<file path="src/rtl/booth_share_ctrl.sv">
// Round-robin front end that time-shares one sequential radix-2 Booth multiplier
// among N_REQ requesters and returns the product tagged with the owner's index.
module booth_share_ctrl #(
  parameter int WIDTH = 4,
  parameter int N_REQ = 2,
  parameter int ID_W  = 1
) (
  input  logic                     clk,
  input  logic                     rst,
  input  logic [N_REQ-1:0]         req,
  input  logic [N_REQ*WIDTH-1:0]   a_in,
  input  logic [N_REQ*WIDTH-1:0]   b_in,
  output logic [N_REQ-1:0]         gnt,
  output logic                     busy,
  output logic [2*WIDTH-1:0]       y,
  output logic                     y_valid,
  output logic [ID_W-1:0]          y_id
);

  localparam int CNT_W = $clog2(WIDTH + 1);

  typedef enum logic [1:0] {IDLE = 2'd0, CALC = 2'd1, DONE = 2'd2} state_t;

  state_t                        state, nstate;
  logic [ID_W-1:0]               ptr, win, win_lo, win_hi, id;
  logic                          hi_found, accept;
  logic [CNT_W-1:0]              count;
  logic [N_REQ-1:0][WIDTH-1:0]   a_arr, b_arr;
  logic [WIDTH:0]                acc, mext, sum;
  logic [WIDTH-1:0]              q;
  logic                          q1;

  genvar g;
  generate
    for (g = 0; g < N_REQ; g++) begin : g_unpack
      assign a_arr[g] = a_in[g*WIDTH +: WIDTH];
      assign b_arr[g] = b_in[g*WIDTH +: WIDTH];
    end
  endgenerate

  // Lowest set bit at or above ptr wins; otherwise wrap to the lowest set bit overall.
  always_comb begin
    win_lo   = '0;
    win_hi   = '0;
    hi_found = 1'b0;
    for (int i = N_REQ - 1; i >= 0; i--) begin
      if (req[i]) begin
        win_lo = ID_W'(i);
        if (i >= int'(ptr)) begin
          win_hi   = ID_W'(i);
          hi_found = 1'b1;
        end
      end
    end
    win = hi_found ? win_hi : win_lo;
  end

  assign accept = (state == IDLE) && (|req);

  // Booth recode of {Q[0],Q_1}; acc carries one guard bit so -2**(WIDTH-1) never overflows.
  always_comb begin
    case ({q[0], q1})
      2'b01:   sum = acc + mext;
      2'b10:   sum = acc - mext;
      default: sum = acc;
    endcase
  end

  always_ff @(posedge clk or posedge rst) begin
    if (rst) state <= IDLE;
    else     state <= nstate;
  end

  always_comb begin
    nstate = state;
    case (state)
      IDLE:    if (accept) nstate = CALC;
      CALC:    if (count == CNT_W'(WIDTH - 1)) nstate = DONE;
      DONE:    nstate = IDLE;
      default: nstate = IDLE;
    endcase
  end

  always_comb begin
    busy = (state != IDLE);
  end

  always_ff @(posedge clk or posedge rst) begin
    if (rst) begin
      ptr     <= '0;
      id      <= '0;
      count   <= '0;
      acc     <= '0;
      mext    <= '0;
      q       <= '0;
      q1      <= 1'b0;
      gnt     <= '0;
      y       <= '0;
      y_valid <= 1'b0;
      y_id    <= '0;
    end else begin
      gnt     <= '0;
      y_valid <= 1'b0;
      case (state)
        IDLE: if (accept) begin
          mext  <= {a_arr[win][WIDTH-1], a_arr[win]};
          q     <= b_arr[win];
          acc   <= '0;
          q1    <= 1'b0;
          count <= '0;
          id    <= win;
          gnt   <= N_REQ'(1) << win;
          ptr   <= (win == ID_W'(N_REQ - 1)) ? '0 : win + ID_W'(1);
        end
        CALC: begin
          acc   <= {sum[WIDTH], sum[WIDTH:1]};
          q     <= {sum[0], q[WIDTH-1:1]};
          q1    <= q[0];
          count <= count + CNT_W'(1);
        end
        DONE: begin
          y       <= {acc[WIDTH-1:0], q};
          y_id    <= id;
          y_valid <= 1'b1;
        end
        default: ;
      endcase
    end
  end

endmodule

</file>
<file path="config.mk">
export PLATFORM = sky130hd
export DESIGN_NAME = booth_share_ctrl
export DESIGN_NICKNAME = d
export VERILOG_FILES = /design/src/rtl/booth_share_ctrl.sv
export SDC_FILE = /design/constraint.sdc
export NUM_CORES = 1
export LEC_CHECK = 0
export CORE_ASPECT_RATIO = 0.9
export CORE_MARGIN = 4
export CORE_UTILIZATION = 30
export DETAILED_ROUTE_END_ITERATION = 8
export PLACE_DENSITY_LB_ADDON = 0.1
export SLEW_MARGIN = 30
export SYNTH_ARGS = -nofsm -noshare
export SYNTH_HDL_FRONTEND = slang
export SYNTH_SLANG_ARGS = --single-unit
</file>
<file path="constraint.sdc">
create_clock -name clk -period 2.95 [get_ports clk]
set_clock_uncertainty 0.15 [all_clocks]
set_input_delay 0.59 -clock clk [delete_from_list [all_inputs] [get_ports clk]]
set_output_delay 0.59 -clock clk [all_outputs]
set_load 0.05 [all_outputs]
</file>
Word level (Yosys, flattened, before mapping). Index checks and enable logic that the tools add are counted.

Bits in registers: 33. Bits of input ports: 20. Output and inout port bits: 13.

Add/sub/neg operators: 4. Magnitude comparators: 2. Equality and inequality tests: 7. Shift operators: 1. Mux-type cells: 27. Reduce and logical (&&, ||, !) cells: 8.

Operators with widths (number): $mux 4 (5); $pmux 5 s2 (2); $mux 1 (10); $mux 2 (4); $pmux 4 s2 (1); $pmux 3 s2 (1); $reduce_and 2->1 (3); $add 5x5->5 (1); $mux 5 (1); $sub 5x5->5 (1); $eq 2x1->1 const B (2); $eq 2x2->1 const B (2); $ne 2x2->1 const B (2); $pmux 2 s2 (1); $reduce_bool 2->1 (2); $add 3x1->3 const B (1); $eq 3x2->1 const B (1); $mux 3 (1); $logic_not 2->1 (1); $lt 1x2->1 const B (1); $pmux 1 s2 (1); $reduce_or 2->1 (1); $shl 1x1->2 const A (1); $add 1x1->1 const B (1); 2 further kinds (2).

Logic depth before layout (Yosys ltp).
Depth after elaboration: 8. Depth in mapped cells: 10. Mapped depth without buffers: 10.

Worst setup path before layout. Ideal clock, no wire load.

Path kind: register to register. Start point: register q1. End point: register acc[3]. Library setup time: 136 ps. Data arrival time: 2142 ps. Setup slack: 523 ps. Cell stages (with the launch flop): 10. Period minus slack after synthesis: 2427 ps. Cells stage by stage: dfrtp_1 > inv_1 > ha_1 > mux2_2 > fa_1 > or2b_1 > a21oi_2 > xnor2_1 > o311ai_1 > o41ai_1.

Longest elaborated chain between the ends: 3. Elaborated cells on any way between the ends: 4.

Ends and longest elaborated chain: from (decl) (line 31) `logic q1;`; from (signal assigned) (line 118) `q1 <= q[0];`; $eq 2x2->1 or $eq 2x1->1 (tied branches) (line 62) `case ({q[0], q1})`; $pmux 5 s2 (*) (line 62); $pmux 5 s2 (*) (line 104) `case (state)`; to (signal assigned) (line 116) `acc <= {sum[WIDTH], sum[WIDTH:1]};`; to (decl) (line 29) `logic [WIDTH:0] acc, mext, sum;`.

Every way passes the cells marked *; elsewhere a longest branch is shown, timed or not. A chain may end at the register's enable or synchronous reset.

Worst setup path in the final report.
Start point: register q[0]. End point: register acc[3].

Longest elaborated chain between the ends: 3. Elaborated cells on any way between the ends: 4.

Ends and longest elaborated chain: from (decl) (line 30) `logic [WIDTH-1:0] q;`; from (signal assigned) (line 107) `q <= b_arr[win];`; from (signal assigned) (line 117) `q <= {sum[0], q[WIDTH-1:1]};`; $eq 2x2->1 or $eq 2x1->1 (tied branches) (line 62); $pmux 5 s2 (*) (line 62); $pmux 5 s2 (*) (line 104).

Marked as above.

==> impl_metrics.sql <==
INSERT INTO impl_metrics (metric_group, metric, value, unit) VALUES
('die', 'fp.dieW', '85.0', 'um'),
('yosys', 'post_synth_inst_count', '160', ''),
('drt', 'route.top_layer_used', 'met4', ''),
('place', 'placement.io_buffers', '32', ''),
('cts', 'post-cts-setup-buffers', '0', ''),
('yosys', 'syn_avg_cell_area', '10.0', 'um^2'),
('timing', 'timing_hold_violations_final', '0', ''),
('drt', 'met2_wirelength', '1590', 'um'),
('die', 'initial_utilization', '31.9', '%'),
('layout', 'num_antenna_cells', '0', ''),
('place', 'gpl.final_weighted_congestion', '0.827', ''),
('setup_path', 'worstRegToRegCells', '8', ''),
('place', 'setup_ws_pre_cts', '0.376', 'ns'),
('drt', 'drt_iter0_markers', '77', ''),
('drt', 'met1Wirelength', '1550', 'um'),
('drt', 'drt-total-wl', '3390', 'um'),
('pwr', 'leakagePower', '0.983', 'nW'),
('setup_path', 'timing.critical_path.to', 'acc[3]', ''),
('cts', 'cts_tree', 'done', ''),
('setup_path', 'cp-start-kind', 'flip-flop', ''),
('global_routing', 'overflow', '0', ''),
('yosys', 'mappedNetlistArea', '0.00160', 'mm^2'),
('timing', 'maxSlewViolCount', '0', ''),
('cts', 'post_cts_hold_buffer_count', '0', ''),
('setup_path', 'endpoint_kind', 'flip-flop', ''),
('setup_path', 'critical_path.startpoint', 'q[0]', ''),
('die', 'core_area', '0.00501', 'mm^2'),
('global_routing', 'antenna_found_initial', '0', ''),
('layout', 'final_nets', '223', ''),
('setup_path', 'cp_max_fo', '5', ''),
('cts', 'worstSkewPairLatency', '0.28', 'ns'),
('global_routing', 'globalRouteTotalUtil', '11.0', '%'),
('die', 'fp.dieH', '77.3', 'um'),
('timing', 'finalWorstSetupSlack', '0.342', 'ns'),
('timing', 'setup_violations', '0', ''),
('drt', 'drt_drc_violations_left', '0', ''),
('cts', 'cts.repair.resized', '0', ''),
('die', 'floorplan.io_pins', '33', ''),
('status', 'outcome', 'completed', ''),
('drt', 'wl_met3', '193', 'um'),
('flow_run', 'max_capacitance_violation_total', '0', ''),
('global_routing', 'grt_start_max_net_pins', '33', ''),
('drt', 'drt-wirelength-per-cell', '13.0', 'um'),
('die', 'rows', '24', ''),
('pwr', 'irDropWorstVdd', '0.483', 'mV'),
('global_routing', 'first_global_vias', '1242', ''),
('cts', 'cts-buffers-inserted', '5', ''),
('drt', 'number_of_search_and_repair_iterations_in_the_first_detailed_routing_pass', '4', ''),
('drt', 'ant_nets', '0', ''),
('yosys', 'yosys_register_bits', '32', ''),
('setup_path', 'reg_to_reg_end', 'acc[3]', ''),
('cts', 'cts.sink_count', '32', ''),
('timing', 'crit_share_post_route', '88.4', '%'),
('drt', 'route.detailed.vias_per_inst', '4.70', ''),
('die', 'design.die.area', '0.00657', 'mm^2'),
('setup_path', 'timing.critical_path.required', '2.95', 'ns'),
('yosys', 'synth_warn', '0', ''),
('layout', 'layout-drive-gt1-share', '8.21', '%'),
('setup_path', 'critical_path_class', 'flip-flop to flip-flop', ''),
('timing', 'fmax', '0.383', 'GHz'),
('setup_path', 'reg2reg_setup_slack', '0.34', 'ns'),
('pwr', 'power_density', '1250', 'mW/mm^2'),
('layout', 'postLayoutCellArea', '0.00209', 'mm^2'),
('timing', 'post_layout_min_period', '2.61', 'ns'),
('yosys', 'yosysSeqAreaShare', '50.0', '%'),
('cts', 'clkSlewWorstSetupHoldPaths', '0.07', 'ns'),
('cts', 'clock_tree.htree_level_count', '2', ''),
('place', 'placement.cell_area', '0.00198', 'mm^2'),
('yosys', 'netlist-cell-type-count', '36', ''),
('setup_path', 'worst_ep_arrival_time', '2.61', 'ns'),
('timing', 'rsz0062_at_grt', 'false', ''),
('global_routing', 'wire_length_of_the_first_global_routing_pass', '5750', 'um'),
('cts', 'max-clock-path-buffers', '2', ''),
('place', 'dpl.hpwl', '2560', 'um'),
('cts', 'clock-root-buffer', 'clkbuf_8', ''),
('timing', 'worst_slew_pin_slew', '0.522', 'ns'),
('timing', 'max_slew_margin_vs_limit', '65.2', '%'),
('timing', 'timing.setup.tns', '0', 'ns'),
('layout', 'layout_stage_area_growth_over_the_synthesis_result', '30.5', '%'),
('setup_path', 'worst_r2r_startpoint', 'q[0]', ''),
('hold_path', 'min-delay-path-class', 'flip-flop to flip-flop', ''),
('yosys', 'nets_in_the_synthesized_netlist', '189', ''),
('drt', 'via_count', '1222', '');
-- how the worst min path moves through the flow --
stage	from	slack, ns	cells past startpoint	end
after detailed placement	y[6]	0.32	2	y[6]
after CTS	y[6]	0.33	2	y[6]
after global placement	y[1]	0.31	2	y[1]
after floorplan	id	0.29	2	y_id
after global routing	count[2]	0.36	2	count[2]
final	y[6]	0.33	2	y[6]
-- through the flow --
step	hold WS (ns)	utilization (%)	cells	total power (W)
detailed placement	0.317	39.5	252	0.00223
CTS	0.334	41.7	260	0.00265
floorplan	0.289	-	160	0.00187
global route	0.364	41.7	260	0.00283
finish	0.330	41.7	260	0.00261
global placement	0.310	39.5	252	0.00220
-- area by class of cell --
type	count	area (um^2)
timing repair buffer	33	328
multi-input combinational	111	732
inverter	11	41.3
fill	503	2920
clock inverter	2	35.0
clock buffer	6	72.6
tap	65	81.3
sequential	32	801
-- synthesized netlist by cell type (all sizes together) --
| cell | n | area (um^2) |
|---|---|---|
| a211oi | 1 | 12.5 |
| a21o | 4 | 30.0 |
| a21oi | 6 | 33.8 |
| a22o | 2 | 17.5 |
| a22oi | 7 | 52.6 |
| a32oi | 1 | 8.76 |
| and2 | 2 | 12.5 |
| buf | 4 | 20.0 |
| clkbuf | 2 | 7.51 |
| clkinv | 1 | 3.75 |
| dfrtp | 32 | 801 |
| fa | 1 | 20.0 |
| ha | 8 | 100 |
| inv | 10 | 37.5 |
| mux2 | 1 | 11.3 |
| mux2i | 5 | 50.1 |
| nand2 | 33 | 124 |
| nand2b | 3 | 18.8 |
| nand3 | 2 | 10.0 |
| nor2 | 9 | 36.3 |
| nor2b | 2 | 15.0 |
| nor3 | 2 | 10.0 |
| o21ai | 10 | 61.3 |
| o21bai | 1 | 18.8 |
| o311ai | 1 | 8.76 |
| o31ai | 1 | 7.51 |
| o41ai | 1 | 8.76 |
| or2 | 2 | 12.5 |
| or2b | 1 | 7.51 |
| xnor2 | 3 | 26.3 |
| xor2 | 2 | 17.5 |
-- report_power, final --
group	internal (W)	leakage [nW]	switching, W	total, W
Sequential	0.000636	0.407	0.000144	0.000780
Clock	0.000250	0.0552	0.000156	0.000406
Combinational	0.000603	0.521	0.000820	0.00142
-- metal layers --
metal / up-vias / global-route usage [%]
met4: 0 / 3.80
met3: 6 / 3.32
met1: 569 / 14.2
met2: 38 / 17.4
met5: - / 0
li1: 609 / -
-- flip-flops by register name (all words and copies together), names as in the netlist --
signal,count
y,8
acc,4
gnt,2
q,4
y_valid,1
count,3
id,1
y_id,1
ptr,1
mext,4
q1,1
state,2
-- worst max-delay path, cell delays in order (launching register included) --
cell and delay [ns]:
dfrtp_1 0.42, ha_1 0.27, mux2_2 0.39, fa_1 0.42, or2b_1 0.24, a21oi_2 0.13, xnor2_1 0.10, o311ai_1 0.24
o41ai_1 0.12
-- cell families after synthesis --
group,share of synthesized area (%)
AND/OR/NAND/NOR,15.4
multiplexers,3.83
adder cells (fa/ha/maj),7.50
XOR/XNOR,2.73
buffers and inverters,4.30
flip-flops,50.0
AO/OA/AOI/OAI,16.3
-- layout by cell type, fill, tap and decap left out, types with 2 or more instances in the layout --
master,count
nor3_1,2
xor2_1,2
nand2_1,33
o21ai_0,9
a22o_1,2
clkdlybuf4s50_1,32
ha_1,8
a22oi_1,7
mux2i_1,5
or2_1,2
clkbuf_8,5
nor2_1,8
a21oi_1,5
inv_1,9
xnor2_1,3
nand2b_1,3
a21o_1,4
nand3_1,2
dfrtp_1,32
and2_1,2
Power figures use the tool's default switching activity.
